==> src/rtl/alu_shifter_unit_pkg.sv <==
// alu_shifter_unit_pkg
// Shared constants for the execute-stage ALU/shifter block:
//   - ALU opcode encodings (4 bits)
//   - shift kinds used by the immediate-shift form (2 bits)
//   - shifter addressing-mode selects (3 bits)
//   - bit positions of the V/C/Z/N flags in flags_out
package alu_shifter_unit_pkg;

    localparam int unsigned DATA_W = 32;

    typedef enum logic [3:0] {
        OP_AND = 4'h0,
        OP_EOR = 4'h1,
        OP_SUB = 4'h2,
        OP_RSB = 4'h3,
        OP_ADD = 4'h4,
        OP_ADC = 4'h5,
        OP_SBC = 4'h6,
        OP_RSC = 4'h7,
        OP_TST = 4'h8,
        OP_TEQ = 4'h9,
        OP_CMP = 4'hA,
        OP_CMN = 4'hB,
        OP_ORR = 4'hC,
        OP_MOV = 4'hD,
        OP_BIC = 4'hE,
        OP_MVN = 4'hF
    } alu_op_e;

    typedef enum logic [1:0] {
        SK_LSL = 2'b00,
        SK_LSR = 2'b01,
        SK_ASR = 2'b10,
        SK_ROR = 2'b11
    } shift_kind_e;

    typedef enum logic [2:0] {
        ST_IMM_SHIFT  = 3'b000,
        ST_ROT_IMM    = 3'b001,
        ST_LS_IMM     = 3'b010,
        ST_LS_SCALED  = 3'b011
    } shift_type_e;

    localparam int unsigned FLAG_N = 0;
    localparam int unsigned FLAG_Z = 1;
    localparam int unsigned FLAG_C = 2;
    localparam int unsigned FLAG_V = 3;

endpackage

==> src/rtl/alu_shifter_unit_shifter_core.sv <==
// shifter_core
// Combinational operand-2 shifter.
// Ports:
//   i_rm          source register value
//   i_field       instruction bits [11:0]
//   i_type        addressing-mode select
//   i_carry       current C flag (passed through when no shift-out occurs)
//   o_value       shifted/rotated result
//   o_carry       shifter carry-out
module shifter_core
    import alu_shifter_unit_pkg::*;
(
    input  logic [31:0] i_rm,
    input  logic [11:0] i_field,
    input  logic [2:0]  i_type,
    input  logic        i_carry,
    output logic [31:0] o_value,
    output logic        o_carry
);

    logic [4:0]  w_amt;
    logic [1:0]  w_kind;
    logic [32:0] w_lsl;
    logic [32:0] w_lsr;
    logic [32:0] w_asr;
    logic [63:0] w_ror;
    logic [31:0] w_sh_val;
    logic        w_sh_c;
    logic [4:0]  w_rot;
    logic [31:0] w_imm8;
    logic [63:0] w_rot_full;

    assign w_amt  = i_field[11:7];
    assign w_kind = i_field[6:5];

    // Shifting a 33-bit vector keeps the last bit shifted out alongside the
    // result, so the carry falls out of the same shifter.
    assign w_lsl      = {1'b0, i_rm} << w_amt;
    assign w_lsr      = {i_rm, 1'b0} >> w_amt;
    assign w_asr      = 33'($signed({i_rm, 1'b0}) >>> w_amt);
    assign w_ror      = {i_rm, i_rm} >> w_amt;

    assign w_rot      = {i_field[11:8], 1'b0};
    assign w_imm8     = {24'h0, i_field[7:0]};
    assign w_rot_full = {w_imm8, w_imm8} >> w_rot;

    always_comb begin
        w_sh_val = i_rm;
        w_sh_c   = i_carry;
        // Amount 0 is a plain pass-through for every kind (no RRX / #32).
        if (w_amt != 5'd0) begin
            unique case (w_kind)
                SK_LSL: begin
                    w_sh_val = w_lsl[31:0];
                    w_sh_c   = w_lsl[32];
                end
                SK_LSR: begin
                    w_sh_val = w_lsr[32:1];
                    w_sh_c   = w_lsr[0];
                end
                SK_ASR: begin
                    w_sh_val = w_asr[32:1];
                    w_sh_c   = w_asr[0];
                end
                default: begin
                    w_sh_val = w_ror[31:0];
                    w_sh_c   = w_ror[31];
                end
            endcase
        end
    end

    always_comb begin
        o_value = i_rm;
        o_carry = i_carry;
        case (i_type)
            ST_IMM_SHIFT, ST_LS_SCALED: begin
                o_value = w_sh_val;
                o_carry = w_sh_c;
            end
            ST_ROT_IMM: begin
                o_value = w_rot_full[31:0];
                o_carry = (w_rot == 5'd0) ? i_carry : w_rot_full[31];
            end
            ST_LS_IMM: begin
                o_value = {20'h0, i_field};
                o_carry = i_carry;
            end
            default: begin
                o_value = i_rm;
                o_carry = i_carry;
            end
        endcase
    end

endmodule

==> src/rtl/alu_shifter_unit.sv <==
// alu_shifter_unit
// Execute-stage block: 32-bit ALU with NZCV flags plus the operand-2 shifter.
// The two datapaths are independent; each is registered once.
// Ports:
//   clk, rst_n        clock, synchronous active-low reset
//   a_in, b_in        ALU operands (Rn, shifter operand)
//   carry_in          current C flag
//   opcode            ALU operation
//   alu_out           registered ALU result
//   flags_out         registered flags {V,C,Z,N}
//   rm_in             shifter source register
//   shift_field       instruction bits [11:0]
//   shift_type        shifter addressing mode
//   shift_out         registered shifter result
//   shift_carry_out   registered shifter carry
module alu_shifter_unit
    import alu_shifter_unit_pkg::*;
(
    input  logic        clk,
    input  logic        rst_n,
    input  logic [31:0] a_in,
    input  logic [31:0] b_in,
    input  logic        carry_in,
    input  logic [3:0]  opcode,
    output logic [31:0] alu_out,
    output logic [3:0]  flags_out,
    input  logic [31:0] rm_in,
    input  logic [11:0] shift_field,
    input  logic [2:0]  shift_type,
    output logic [31:0] shift_out,
    output logic        shift_carry_out
);

    logic [31:0] w_x;
    logic [31:0] w_y;
    logic        w_cin;
    logic        w_arith;
    logic [32:0] w_sum;
    logic [31:0] w_res;
    logic        w_c;
    logic        w_v;
    logic [3:0]  w_flags;
    logic [31:0] w_sh_val;
    logic        w_sh_c;

    logic [31:0] r_alu;
    logic [3:0]  r_flags;
    logic [31:0] r_sh;
    logic        r_sh_c;

    // Adder operand selection: subtracts become x + ~y + carry.
    always_comb begin
        w_x     = a_in;
        w_y     = b_in;
        w_cin   = 1'b0;
        w_arith = 1'b1;
        case (alu_op_e'(opcode))
            OP_SUB, OP_CMP: begin w_x = a_in; w_y = ~b_in; w_cin = 1'b1;     end
            OP_RSB:         begin w_x = b_in; w_y = ~a_in; w_cin = 1'b1;     end
            OP_ADD, OP_CMN: begin w_x = a_in; w_y = b_in;  w_cin = 1'b0;     end
            OP_ADC:         begin w_x = a_in; w_y = b_in;  w_cin = carry_in; end
            OP_SBC:         begin w_x = a_in; w_y = ~b_in; w_cin = carry_in; end
            OP_RSC:         begin w_x = b_in; w_y = ~a_in; w_cin = carry_in; end
            default:        w_arith = 1'b0;
        endcase
    end

    assign w_sum = {1'b0, w_x} + {1'b0, w_y} + {32'h0, w_cin};

    always_comb begin
        w_res = w_sum[31:0];
        case (alu_op_e'(opcode))
            OP_AND, OP_TST: w_res = a_in & b_in;
            OP_EOR, OP_TEQ: w_res = a_in ^ b_in;
            OP_ORR:         w_res = a_in | b_in;
            OP_MOV:         w_res = b_in;
            OP_BIC:         w_res = a_in & ~b_in;
            OP_MVN:         w_res = ~b_in;
            default:        w_res = w_sum[31:0];
        endcase
    end

    // Overflow is judged on the effective addend (already inverted for subtracts).
    assign w_c = w_arith ? w_sum[32] : carry_in;
    assign w_v = w_arith & (w_x[31] == w_y[31]) & (w_sum[31] != w_x[31]);

    always_comb begin
        w_flags         = 4'h0;
        w_flags[FLAG_N] = w_res[31];
        w_flags[FLAG_Z] = (w_res == 32'h0);
        w_flags[FLAG_C] = w_c;
        w_flags[FLAG_V] = w_v;
    end

    shifter_core u_shifter_core (
        .i_rm    (rm_in),
        .i_field (shift_field),
        .i_type  (shift_type),
        .i_carry (carry_in),
        .o_value (w_sh_val),
        .o_carry (w_sh_c)
    );

    always_ff @(posedge clk) begin
        if (!rst_n) begin
            r_alu   <= 32'h0;
            r_flags <= 4'h0;
            r_sh    <= 32'h0;
            r_sh_c  <= 1'b0;
        end else begin
            r_alu   <= w_res;
            r_flags <= w_flags;
            r_sh    <= w_sh_val;
            r_sh_c  <= w_sh_c;
        end
    end

    assign alu_out         = r_alu;
    assign flags_out       = r_flags;
    assign shift_out       = r_sh;
    assign shift_carry_out = r_sh_c;

endmodule

==> config.mk <==
export PLATFORM = sky130hd
export DESIGN_NAME = alu_shifter_unit
export DESIGN_NICKNAME = d
export VERILOG_FILES = /design/src/rtl/alu_shifter_unit_pkg.sv /design/src/rtl/alu_shifter_unit_shifter_core.sv /design/src/rtl/alu_shifter_unit.sv
export SDC_FILE = /design/constraint.sdc
export NUM_CORES = 1
export LEC_CHECK = 0
export BUFFER_PORTS_ARGS = -buffer_cell sky130_fd_sc_hd__buf_2
export CAP_MARGIN = 20
export CORE_UTILIZATION = 33
export DETAILED_ROUTE_END_ITERATION = 16
export SYNTH_ARGS = -nofsm -noshare
export SYNTH_HDL_FRONTEND = slang
export SYNTH_SLANG_ARGS = --single-unit
==> constraint.sdc <==
create_clock -name clk -period 4.4 [get_ports clk]
set_input_delay 0 -clock clk [delete_from_list [all_inputs] [get_ports clk]]
set_output_delay 0 -clock clk [all_outputs]
set_load 0.05 [all_outputs]
==> results of run 1 <==
tightest hold or removal path: cells and delay by family:
kind	cells	cell delay, ns
buffers and inverters	1	0.15
AOI/OAI and AO/OA	1	0.09
and+or+nand+nor	1	0.11
per-layer routing:
layer,GRT usage,wire (um),vias up
met4,0.206,4280,2
met1,0.395,24300,7304
met3,0.0642,5740,250
met5,0,10,-
met2,0.499,27500,1007
li1,-,-,7049
cells in the mapped netlist, drive strengths merged (21+ instances only):
| master | count |
|---|---|
| nand2 | 187 |
| nor3 | 53 |
| nor2 | 218 |
| a21oi | 171 |
| inv | 84 |
| and2 | 26 |
| mux2i | 104 |
| xor2 | 28 |
| nand3 | 31 |
| a31oi | 24 |
| a221oi | 23 |
| dfxtp | 68 |
| a211oi | 24 |
| buf | 56 |
| a22oi | 21 |
| clkbuf | 95 |
| o21ai | 249 |
| ha | 63 |
final cells by class:
class | instances | area (um^2)
flip-flops and latches | 68 | 1360
repair buffers | 258 | 1540
fillers | 3938 | 22600
multi-input cells | 1542 | 10000
clock inverters | 6 | 71.3
clock buffers | 10 | 239
inverters | 88 | 332
diodes | 2 | 5.00
well taps | 468 | 586
timing repair:
action / in CTS / in global routing
setup endpoints to repair: 0 / 1
resized for setup: 0 / 2
hold buffers: 1 / 0
endpoints found under the hold margin: 1 / 0
kinds of logic (layout without fill, tap and decap cells):
group,after synthesis,count (layout)
other,0,2
adders and majority gates,65,65
DFF,68,68
AOI/OAI and AO/OA,689,689
buffers and inverters,239,362
muxes,139,139
and+or+nand+nor,604,604
xor gates and xnor gates,45,45
worst min-delay path by stage:
stage               depth (start not counted)     start            to
finish                                      3  rm_in[4]  shift_out[4]
CTS                                         3  rm_in[4]  shift_out[4]
detailed placement                          3  rm_in[1]  shift_out[1]
global placement                            3  rm_in[1]  shift_out[1]
floorplan                                   2  rm_in[4]  shift_out[4]
global route                                3  rm_in[4]  shift_out[4]
per-stage QoR:
step	utilization	TNS (ns)	area, um^2	hold WS (ns)
2_1_floorplan	-	0	12300	0.152
3_3_place_gp	0.375	-0.0107	13800	0.396
3_5_place_dp	0.376	-0.110	13800	0.390
4_1_cts	0.385	0	14100	0.0135
5_1_grt	0.385	0	14100	0.0255
6_report	0.385	0	14100	0.0404
flip-flops by register name, indices dropped and copies added (netlist names):
register / cells
alu_out: 31
shift_out: 32
shift_carry_out: 1
flags_out: 4
power groups by stage:
stage               logic [uW]  clock network [uW]  registers, uW
floorplan                 1230                   0            970
global placement          2190                   0            720
detailed placement        2190                   0            722
CTS                       2200                 835            709
global route              2410                 860            714
finish                    2260                 817            708
==> impl_results.md, run 1 <==
- Maximum vdd drop: 0.000156 V
- Total number of vias: 15600
- Non-filler cells in the finished layout: 2442
- GP Congestion: between 1 and 1.5
- Die height: 195 um
- Synth Area in Compound Gates: 0.348
- PwrDens: approximately 270 mW/mm^2
- Simple logic cell fraction of the synthesized area: 0.227
- Switching Power: around 1900 uW
- Largest net degree at the start of global routing: 94
- Area grow syn2layout: 14.7%
- I/O Buffers: 186
- Fin. max-slew vios: 0
- Synth cell types: 100
- Count of warnings emitted by yosys: 0
- Final net count: 2150
- Fin crit period: around 4.1 ns
- # DRC: 0
- Cell family with most CP delay: simple AND/OR/NAND/NOR gates
- Area contributors post-synth: dfxtp_1 11%, o21ai_0 9.9%, mux2i_1 8.4%
- Post-CTS setup buffer count: 0
- Commonest non-fill, non-tap cell in the layout: o21ai_0
- Critical Path AT: between 4 and 5 ns
- Row count: 70
- Final setup violation count: 0
- DR vias/cell: 6.39
- Post-synthesis xor/xnor area fraction: 0.0320
- CP Capture Point: flags_out[1]
- CP Class: in2reg
- Main synth FF type: dfxtp_1
- TritonRoute pass-1 iters: 6
- All-layer global routing usage: 0.318
- Leakage: 0.00612 uW
- Share of cells above drive strength 1: 0.178
- Sw Share: 0.497
- Max cap viols: 0
- Htree depth: 3
- Main combinational cell family by area after synthesis: compound AO/OA/AOI/OAI gates
- Routed Antenna Nets: 0
- DR WL/cell: roughly 25 um
- Ys async rst share: 0
- Total global routing overflow: 0
- Status: finished, final reports clean
- CP max FO: 5
- Clk buf depth: 2
- Clk pwr share: 0.216
- Hold Violations, Final: 0
- Number of flops mapped to enable cells by yosys: 0
- Slowest CP cell: or3_2
- Placed cell count: 2423
- Logic pwr share: 0.597
- Die area: 0.0381 mm^2
- Placeable Area: 0.0367 mm^2
- IO Count: 187
- Hold/Removal Path Class: in2reg
- Initial Utilization: 0.336
- Setup WS post-layout: 0.309 ns
- DP Wirelength: roughly 45 mm
- Mapped Cells: roughly 1800
- Net Count, Synth: around 2000
- Setup crit start: opcode[0]
- Fmax: ~240 MHz
- Vias in the first global route: 14700
- CP startpoint kind: primary input
- Worst Tran Pin Value: approximately 1.1 ns
- Sequential-to-total area share from yosys stat: 0.110
- RSZ-0062 raised after global routing: no
- Worst path required time: 4.67 ns
- CTS root buf: clkbuf_16
- CTS tree: done
- Num Clock Sinks: 68
- Post-synthesis register bit count: 68
- Starting DRT DRC Count: 1799
- CP max stage delay: 0.57 ns
- Power, Total: roughly 3800 uW
- Levels on crit path: 19
- Synth area leader: dfxtp_1
- Crit path buffers/inverters: 3
- Final wirelength: 61.8 mm
- Mapped Avg Cell Area: 6.67 um^2
- CP Capture Type: register
- Placement Setup Slack: -0.110 ns
- Cell Area, Synth: roughly 0.012 mm^2
- First-pass GRT wire length: 91.9 mm
- Area share of fa/ha/maj cells after synthesis: 0.0672
- Reg clk slew, reported paths: 0.06 ns
- Fin crit share: 0.930
- Num CTS Buffers: 9
- Sequential Power Share: 0.187
- Initial antenna violation count: 3
- Die Width: 195 um
- Mux cell area share after synthesis: 0.134
- Most frequent cells in the layout: 242 x o21ai_0, 216 x nor2_1, 187 x nand2_1
- Top cell type's share of synthesized area: 0.110
- Slew margin rel.: 0.233
- Cell Chain, Critical Path: buf_2 -> inv_1 -> or3_2 -> o31ai_4 -> nor2_1 -> a211oi_1 -> fa_1 -> inv_1 -> fa_1 -> a211oi_4 -> o211a_1 -> nor4b_2 -> or3_4 -> nor4b_4 -> a311oi_2 -> o2111a_1 -> and4b_1 -> nand4b_1 -> nor4_2
- Cell-internal power: 1900 uW
No activity file was read; power rests on OpenSTA's default activity.
==> run 2: changes to the inputs <==
--- a/config.mk
+++ b/config.mk
@@ -8,6 +8,7 @@
 export BUFFER_PORTS_ARGS = -buffer_cell sky130_fd_sc_hd__buf_2
 export CAP_MARGIN = 20
 export CORE_UTILIZATION = 33
+export CTS_BUF_LIST = sky130_fd_sc_hd__clkbuf_4
 export DETAILED_ROUTE_END_ITERATION = 16
 export SYNTH_ARGS = -nofsm -noshare
 export SYNTH_HDL_FRONTEND = slang
==> impl_results.md, run 2 (synthesized netlist as in run 1, its figures left out) <==
- Commonest non-fill, non-tap cell in the layout: o21ai_0 (unchanged)
- Placeable Area: 0.0367 mm^2 (unchanged)
- Final net count: 2203 (was 2150)
- Switching Power: 1850 uW (was 1880 uW)
- Initial Utilization: 0.336 (unchanged)
- TritonRoute pass-1 iters: 6 (unchanged)
- Power, Total: 3500 uW (was 3780 uW)
- CP startpoint kind: primary input (unchanged)
- Most frequent cells in the layout: 242 x o21ai_0, 216 x nor2_1, 187 x nand2_1 (unchanged)
- Sw Share: 0.529 (was 0.497)
- IO Count: 187 (unchanged)
- Max cap viols: 0 (unchanged)
- Hold/Removal Path Class: in2reg (unchanged)
- Fin. max-slew vios: 0 (unchanged)
- Leakage: 0.00626 uW (was 0.00612 uW)
- Fin crit period: 3.98 ns (was 4.09 ns)
- GP Congestion: 1.02 (unchanged)
- Htree depth: 3 (unchanged)
- Total number of vias: 15700 (was 15600)
- Total global routing overflow: 0 (unchanged)
- Die Width: 195 um (unchanged)
- Final setup violation count: 0 (unchanged)
- Fin crit share: 0.905 (was 0.930)
- Final wirelength: 62.0 mm (was 61.8 mm)
- Crit path top cell by count: o21ai_0
- Logic pwr share: 0.654 (was 0.597)
- First-pass GRT wire length: 92.3 mm (was 91.9 mm)
- Setup WS post-layout: 0.417 ns (was 0.309 ns)
- Worst Tran Pin Value: 1.10 ns (was 1.12 ns)
- Placement Setup Slack: -0.110 ns (unchanged)
- Slew margin rel.: 0.246 (was 0.233)
- Area grow syn2layout: 17.6% (was 14.7%)
- I/O Buffers: 186 (unchanged)
- Cell Chain, Critical Path: buf_2 -> inv_1 -> or3_2 -> o31ai_4 -> buf_4 -> nand2_1 -> o21ai_0 -> o21ai_0 -> fa_1 -> a211oi_2 -> o211a_1 -> nor4b_2 -> or3_4 -> nor4b_4 -> a311oi_2 -> o2111a_1 -> and4b_1 -> nand4b_1 -> nor4_2 (was buf_2 -> inv_1 -> or3_2 -> o31ai_4 -> nor2_1 -> a211oi_1 -> fa_1 -> inv_1 -> fa_1 -> a211oi_4 -> o211a_1 -> nor4b_2 -> or3_4 -> nor4b_4 -> a311oi_2 -> o2111a_1 -> and4b_1 -> nand4b_1 -> nor4_2)
- Fillers: 3929 (was 3938)
- PwrDens: 241 mW/mm^2 (was 267 mW/mm^2)
- Post-CTS setup buffer count: 0 (unchanged)
- DP Wirelength: 45.3 mm (unchanged)
- Fmax: 251 MHz (was 244 MHz)
- Hold Violations, Final: 0 (unchanged)
- Multi-input combinational cell area: 0.0100 mm^2 (about the same)
- Reg clk slew, reported paths: 0.13 ns (was 0.06 ns)
- Vias in the first global route: 14900 (was 14700)
- CP max FO: 31 (was 5)
- DR WL/cell: 24.8 um (was 25.3 um)
- Critical Path AT: 4.45 ns (was 4.37 ns)
- CP Class: in2reg (unchanged)
- # DRC: 0 (unchanged)
- Cell-internal power: 1650 uW (was 1900 uW)
- Worst path required time: 4.87 ns (was 4.67 ns)
- Num CTS Buffers: 9 (unchanged)
- CP max stage delay: 0.57 ns (about the same)
- CTS root buf: clkbuf_4 (was clkbuf_16)
- Die height: 195 um (unchanged)
- Largest net degree at the start of global routing: 94 (unchanged)
- Num Clock Sinks: 68 (unchanged)
- Slowest CP cell: or3_2 (unchanged)
- Seq. cell area: 0.00136 mm^2 (unchanged)
- All-layer global routing usage: 0.319 (was 0.318)
- Crit path buffers/inverters: 3 (unchanged)
- CP Capture Type: register (unchanged)
- Maximum vdd drop: 0.000130 V (was 0.000156 V)
- Status: finished, final reports clean (unchanged)
- Hold slack: 0.0402 ns (was 0.0404 ns)
- Clk pwr share: 0.144 (was 0.216)
- CTS tree: done (unchanged)
- Routed Antenna Nets: 0 (unchanged)
- RSZ-0062 raised after global routing: no (unchanged)
- Share of cells above drive strength 1: 0.173 (was 0.178)
- DR vias/cell: 6.30 (was 6.39)
- Die area: 0.0381 mm^2 (unchanged)
- Max FFs per register: 32 (unchanged)
- Cell family with most CP delay: simple AND/OR/NAND/NOR gates (unchanged)
- Starting DRT DRC Count: 2122 (was 1799)
- Row count: 70 (unchanged)
- Clk buf depth: 2 (unchanged)
- Initial antenna violation count: 6 (was 3)
- Sequential Power Share: 0.202 (was 0.187)
==> run 2: changes by cell type in the layout (fill, tap and decap cells not counted), sizes merged <==
| cell | delta |
|---|---|
| dlygate4sd3 | +53 |
| clkinv | +1 |
| diode | +3 |
| clkbuf | -1 |
==> run 2: final cells by class <==
| cell class | count | area share |
|---|---|---|
| antenna | 5 | 0.000863 |
| tap | 468 | 0.0404 |
| timing repair buffer | 311 | 0.143 |
| clock buffer | 9 | 0.00466 |
| sequential | 68 | 0.0939 |
| clock inverter | 7 | 0.00518 |
| multi-input combinational | 1542 | 0.690 |
| inverter | 88 | 0.0229 |
==> run 2: layer usage <==
layer | part of all wire | vias up | GRT usage
met5 | 0.00021 | - | 0
met3 | 0.083 | 218 | 0.0560
li1 | - | 7148 | -
met1 | 0.40 | 7404 | 0.397
met4 | 0.065 | 2 | 0.212
met2 | 0.45 | 977 | 0.504
==> run 2: worst paths after layout <==
path	cells past startpoint	from	endpoint	slack, ns
worst min-delay path	5	b_in[21]	alu_out[21]	0.04
worst max-delay path	19	opcode[0]	flags_out[1]	0.42
==> run 2: power groups by stage <==
stage	sequential [uW]	combinational, uW	clock, uW
global placement	720	2190	0
detailed placement	722	2190	0
finish	707	2290	505
CTS	709	2240	517
floorplan	970	1230	0
global route	714	2450	540
==> run 2: worst min-delay path, stage by stage <==
cell	delay (ns)
buf_2	0.14
a32oi_1	0.12
o21ai_0	0.11
a211oi_1	0.07
nor2_1	0.10
==> run 2: stage by stage <==
| step | std cells | cell area (um^2) | setup TNS (ns) | utilization |
|---|---|---|---|---|
| global route | 2498 | 14500 | 0 | 0.395 |
| CTS | 2493 | 14500 | 0 | 0.395 |
| global placement | 2422 | 13800 | -0.0107 | 0.375 |
| finish | 2498 | 14500 | 0 | 0.395 |
| detailed placement | 2423 | 13800 | -0.110 | 0.376 |
| floorplan | 1849 | 12300 | 0 | - |
==> run 2: what timing repair did <==
item,4_1_cts,5_1_grt
gates resized for setup,0,0
hold buffers,54,0
endpoints found under the hold margin,43,0
